==> config.mk <==
export PLATFORM = sky130hd
export DESIGN_NAME = tone_sched
export DESIGN_NICKNAME = d
export VERILOG_FILES = /design/src/rtl/simon_pkg.sv /design/src/rtl/ms_timebase.sv /design/src/rtl/tone_sched.sv
export SDC_FILE = /design/constraint.sdc
export NUM_CORES = 1
export LEC_CHECK = 0
export BUFFER_PORTS_ARGS = -buffer_cell sky130_fd_sc_hd__buf_2
export CORE_MARGIN = 1
export CORE_UTILIZATION = 51
export CTS_BUF_LIST = sky130_fd_sc_hd__clkbuf_4 sky130_fd_sc_hd__clkbuf_8
export DETAILED_ROUTE_END_ITERATION = 12
export PLACE_DENSITY = 0.8
export SYNTH_ARGS = -nofsm -noshare
export SYNTH_HDL_FRONTEND = slang
export SYNTH_HIERARCHICAL = 1
export SYNTH_SLANG_ARGS = --single-unit
==> constraint.sdc <==
create_clock -name clk -period 4.65 [get_ports clk]
set_input_delay 0.465 -clock clk [delete_from_list [all_inputs] [get_ports clk]]
set_output_delay 0.465 -clock clk [all_outputs]
set_load 0.1 [all_outputs]
==> src/rtl/simon_pkg.sv <==
// Shared types and constants for the tone scheduler: FSM states, default
// inter-tone gap and the note frequencies the game plays.
package simon_pkg;

    typedef enum logic [1:0] {
        ST_IDLE = 2'd0,
        ST_TONE = 2'd1,
        ST_GAP  = 2'd2
    } tone_state_e;

    localparam int GAP_MS_DEFAULT = 50;
    localparam int FREQ_W         = 10;
    localparam int DUR_W          = 10;

    localparam logic [FREQ_W-1:0] NOTE_G3 = 10'd196;
    localparam logic [FREQ_W-1:0] NOTE_C4 = 10'd262;
    localparam logic [FREQ_W-1:0] NOTE_E4 = 10'd330;
    localparam logic [FREQ_W-1:0] NOTE_G4 = 10'd392;
    localparam logic [FREQ_W-1:0] NOTE_G5 = 10'd784;

endpackage

==> src/rtl/ms_timebase.sv <==
// Millisecond strobe generator; restart realigns the tick counter so every
// scheduler state starts on a fresh millisecond boundary.
module ms_timebase (
    input  logic        clk,
    input  logic        rst,
    input  logic [15:0] ticks_per_milli,
    input  logic        restart,
    output logic        strobe
);

    logic [15:0] tick_cnt;
    logic [15:0] tick_max;

    // A zero tick rate behaves like one tick per millisecond.
    assign tick_max = (ticks_per_milli == 16'd0) ? 16'd0 : ticks_per_milli - 16'd1;
    // >= keeps the counter bounded if the rate shrinks mid-count.
    assign strobe   = (tick_cnt >= tick_max);

    always_ff @(posedge clk) begin
        if (rst || restart) begin
            tick_cnt <= 16'd0;
        end else if (strobe) begin
            tick_cnt <= 16'd0;
        end else begin
            tick_cnt <= tick_cnt + 16'd1;
        end
    end

endmodule

==> src/rtl/tone_sched.sv <==
// Round-robin tone scheduler: grants the tone generator to one requester for
// its duration, then inserts a silent gap before serving the next.
module tone_sched
    import simon_pkg::*;
#(
    parameter int NUM_REQ = 4,
    parameter int GAP_MS  = GAP_MS_DEFAULT
) (
    input  logic                    clk,
    input  logic                    rst,
    input  logic [15:0]             ticks_per_milli,
    input  logic [NUM_REQ-1:0]      req,
    input  logic [10*NUM_REQ-1:0]   freq,
    input  logic [10*NUM_REQ-1:0]   dur_ms,
    input  logic                    stop,
    output logic [NUM_REQ-1:0]      grant,
    output logic [NUM_REQ-1:0]      done,
    output logic [FREQ_W-1:0]      sound_freq,
    output logic                    busy,
    output logic [1:0]              dbg_state
);

    // Handshake: req[i] is a level request held for the whole tone; grant is
    // the registered one-hot owner. Dropping req while granted aborts the tone
    // (no done); done pulses one cycle on normal completion.

    localparam int IDX_W = (NUM_REQ > 1) ? $clog2(NUM_REQ) : 1;
    localparam logic [15:0] GAP_LIM = 16'(GAP_MS);
    localparam tone_state_e AFTER_TONE = (GAP_MS == 0) ? ST_IDLE : ST_GAP;

    tone_state_e        state;
    logic [IDX_W-1:0]   last_idx;
    logic [IDX_W-1:0]   owner;
    logic [DUR_W-1:0]   cap_dur;
    logic [15:0]        ms_cnt;

    logic               strobe;
    logic               restart;
    logic [IDX_W-1:0]   pick_idx;
    logic [FREQ_W-1:0]  win_freq;
    logic [DUR_W-1:0]   win_dur;
    logic               any_req;
    logic               owner_drop;
    logic               ms_hit;
    logic               gap_hit;

    function automatic logic [IDX_W-1:0] rr_pick(input logic [NUM_REQ-1:0] r,
                                                 input logic [IDX_W-1:0]   last);
        int   c;
        logic found;
        rr_pick = last;
        found   = 1'b0;
        for (int k = 1; k <= NUM_REQ; k++) begin
            c = (int'(last) + k) % NUM_REQ;
            if (!found && r[c]) begin
                rr_pick = IDX_W'(c);
                found   = 1'b1;
            end
        end
    endfunction

    assign any_req    = |req;
    assign pick_idx   = rr_pick(req, last_idx);
    assign win_freq   = freq[int'(pick_idx)*10 +: 10];
    assign win_dur    = dur_ms[int'(pick_idx)*10 +: 10];
    assign owner_drop = !req[owner];
    assign ms_hit     = strobe && ((ms_cnt + 16'd1) >= {6'd0, cap_dur});
    assign gap_hit    = strobe && ((ms_cnt + 16'd1) >= GAP_LIM);
    assign busy       = (state != ST_IDLE);
    assign dbg_state  = state;

    // Restart the timebase on exactly the cycles where the state changes.
    always_comb begin
        restart = 1'b0;
        case (state)
            ST_IDLE: restart = !stop && any_req;
            ST_TONE: restart = stop || (cap_dur == '0) || owner_drop || ms_hit;
            ST_GAP:  restart = stop || gap_hit;
            default: restart = 1'b1;
        endcase
    end

    ms_timebase u_timebase (
        .clk             (clk),
        .rst             (rst),
        .ticks_per_milli (ticks_per_milli),
        .restart         (restart),
        .strobe          (strobe)
    );

    always_ff @(posedge clk) begin
        if (rst) begin
            state      <= ST_IDLE;
            grant      <= '0;
            done       <= '0;
            sound_freq <= '0;
            last_idx   <= IDX_W'(NUM_REQ - 1);
            owner      <= '0;
            cap_dur    <= '0;
            ms_cnt     <= 16'd0;
        end else begin
            done <= '0;

            if (restart) begin
                ms_cnt <= 16'd0;
            end else if (strobe && state != ST_IDLE) begin
                ms_cnt <= ms_cnt + 16'd1;
            end

            case (state)
                ST_IDLE: begin
                    if (!stop && any_req) begin
                        state    <= ST_TONE;
                        grant    <= NUM_REQ'(1) << pick_idx;
                        owner    <= pick_idx;
                        last_idx <= pick_idx;
                        cap_dur  <= win_dur;
                        // Zero-length tones complete on their only granted cycle.
                        if (win_dur == '0) begin
                            sound_freq <= '0;
                            done       <= NUM_REQ'(1) << pick_idx;
                        end else begin
                            sound_freq <= win_freq;
                        end
                    end
                end
                ST_TONE: begin
                    if (stop || cap_dur == '0) begin
                        state      <= ST_IDLE;
                        grant      <= '0;
                        sound_freq <= '0;
                    end else if (owner_drop) begin
                        state      <= AFTER_TONE;
                        grant      <= '0;
                        sound_freq <= '0;
                    end else if (ms_hit) begin
                        state      <= AFTER_TONE;
                        done       <= grant;
                        grant      <= '0;
                        sound_freq <= '0;
                    end
                end
                ST_GAP: begin
                    if (stop || gap_hit) begin
                        state <= ST_IDLE;
                    end
                end
                default: begin
                    state      <= ST_IDLE;
                    grant      <= '0;
                    sound_freq <= '0;
                end
            endcase
        end
    end

endmodule

==> impl_metrics.tcl <==
set metrics [dict create \
    worst-path-buf-inv 2 \
    synth_area_leader_cell "dfxtp_1" \
    grtUsageTotal_pct 26.41 \
    synthTopCellsByCount "74 x nand2_1, 66 x dfxtp_1, 64 x nor2_1, 38 x nor3_1, 33 x inv_1" \
    syn_nets 773 \
    grt_overflow 0 \
    async_flop_share_pct 0 \
    numPortBuffers 123 \
    grt_pass1_wl_mm 21.69 \
    cp.required_ns 4.93 \
    nets 877 \
    drv_slew 0 \
    clock_latency_ns 0.35 \
    grt_pass1_vias 4833 \
    min_period_ns 4.289 \
    path_max_fanout 16 \
    cp-start-kind "input port" \
    die_h_microns 101.6 \
    die_area_sq_um 10310 \
    num_antenna_cells 0 \
    relSlewSlack_pct 32.48 \
    routedWlPerCell_microns 14.90 \
    cp.arrival_ns 4.57 \
    crit_family "simple AND/OR/NAND/NOR gates" \
    p_per_area_nw_per_um2 296.2 \
    fin_util_pct 63.35 \
    vias 5078 \
    setup_viol 0 \
    grt_antenna_before_repair 0 \
    synth_enable_flop_cells 0 \
    synth_flop_cell "dfxtp_1" \
    drtAntennaViolNets 0 \
    h-tree-depth 3 \
    cts_tree "built" \
    pin_count 124 \
    setup_ws_ns 0.3605 \
    synth.most_common_cell "nand2_1" \
    drt_iter0_drc 220 \
    ir_drop_v 0.0001569 \
    synth_cells 639 \
    numClockSinks 66 \
    syn_avg_cell_area_sq_um 7.911 \
    ys_ff_latch 66 \
    finClkSkew_ns 0.01621 \
    tightest_slew_ns 1.005 \
    drt-total-wl_mm 13.06 \
    hpwl_mm 10.05 \
    postCtsHoldBufs 0 \
    path_clk_slew_ns 0.07 \
    path_cells "buf_2, or4_4, or4_4, nand2_1, ha_1, nand4_2, nor2_1, a311o_1, nor3_2, nand2_2, nor3_2, o21ai_1, o31ai_1, o211ai_1, a211oi_2, or4b_1, buf_4, nor2_1" \
    power.leakage_nw 2.589 \
    start_util_pct 53.69 \
    vias_per_cell 5.790 \
    die-width_microns 101.6 \
    crit_path_top_delay_cell "or4_4" \
    first_pass_iters 5 \
    gp_congestion 0.8805 \
    mappedNetlistArea_sq_um 5055 \
    drc_errors 0 \
    hold_viol_final 0 \
    dp_slack_ns -0.1994 \
    synth_warnings 6 \
    area_growth_pct 18.00 \
    min_period_over_period_pct 92.25 \
    synth_cell_type_count 66 \
    fmax_mhz 233.1 \
    synth_top_area_share_pct 26.14 \
    drive_above_1_share_pct 26.34 \
    whs_ns 0.4718 \
    endpoint_kind "flip-flop" \
    cap_violations 0 \
    rsz0062_at_grt "no" \
    cts.path.max_buffers 2 \
    clock-root-buffer "clkbuf_8" \
    ys_top_cells_by_area "dfxtp_1 26%, ha_1 7.7%, nand2_1 5.5%, xnor2_1 4.9%, a211oi_1 4.8%" \
    hold_path.class "reg -> reg" \
    fp.coreArea_sq_um 9415 \
    critPathKind "in -> reg" \
    ys_seq_area_share_pct 26.14 \
    status "finished, final reports clean" \
    numCtsBuffers 9 \
    placementRows 35 \
    cpPeakStageDelay_ns 0.67 \
    grt_max_degree 39 \
]
kinds of logic (layout without fill, tap and decap cells):
kind of cell	count (synthesis)	in the layout	synth area share, %
buf+inv	71	180	7.153
simple gates	282	282	28.02
compound gates	131	131	20.54
flops	66	66	26.14
xor+xnor	54	54	9.357
mux	4	4	1.114
fa+ha+maj	31	31	7.673
flip-flops by register name (all words and copies together), names as in the netlist:
name,count
ms_cnt,16
u_timebase/tick_cnt,16
cap_dur,10
sound_freq,10
done,4
grant,4
dbg_state,2
last_idx,2
owner,2
timing repair:
action / 4_1_cts / 5_1_grt
resized for setup: 0 / 1
endpoints found under the hold margin: 0 / 0
buffers inserted: 0 / 0
endpoints found under the setup margin: 0 / 15
cells in the final DEF, fill, tap and decap left out, drive strengths merged, types with 26 or more instances in the layout:
| cell type | n |
|---|---|
| xnor2 | 28 |
| inv | 33 |
| a211oi | 32 |
| ha | 31 |
| dfxtp | 66 |
| nand2 | 74 |
| xor2 | 26 |
| nor2 | 66 |
| nor3 | 41 |
| buf | 131 |
| and3 | 27 |
routing by layer:
| layer | track usage (%) | vias to the layer above | part of all wire, % |
|---|---|---|---|
| li1 | - | 2516 | - |
| met1 | 30.40 | 2336 | 41 |
| met2 | 46.93 | 182 | 51 |
| met3 | 4.555 | 44 | 4.9 |
| met4 | 13.27 | 0 | 3.4 |
| met5 | 0 | - | 0 |
report_power, final:
part	switching (W)	total [W]	internal [W]
Combinational	0.000363	0.000550	0.000186
Sequential	0.0000304	0.000626	0.000596
Clock	0.000234	0.000590	0.000356
Total	0.000628	0.00177	0.00114
through the flow:
stage	power [W]	cell area [sq um]	instances	setup TNS, ns
floorplan	0.001047	5117	639	0
global placement	0.001167	5719	861	0
detailed placement	0.001183	5719	861	-2.420
CTS	0.001771	5961	877	0
global route	0.001855	5964	877	0
finish	0.001767	5964	877	0
cell type report:
type                            count  area (sq um)
Fill cell                         816          3451
Clock buffer                        9         123.9
Sequential cell                    66          1321
Tap cell                          129         161.4
Timing Repair Buffer              131         675.6
Inverter                           33         123.9
Multi-Input combinational cell    502          3441
Clock inverter                      7         117.6
worst paths after layout:
path | start | to | slack, ns | cells past startpoint
setup / recovery | ticks_per_milli[10] | u_timebase/tick_cnt[4] | 0.36 | 18
hold / removal | sound_freq[1] | sound_freq[1] | 0.47 | 1
setup reg to reg | ms_cnt[0] | u_timebase/tick_cnt[4] | 0.64 | 14
hold reg to reg | sound_freq[1] | sound_freq[1] | 0.47 | 1
Power figures use the tool's default switching activity.
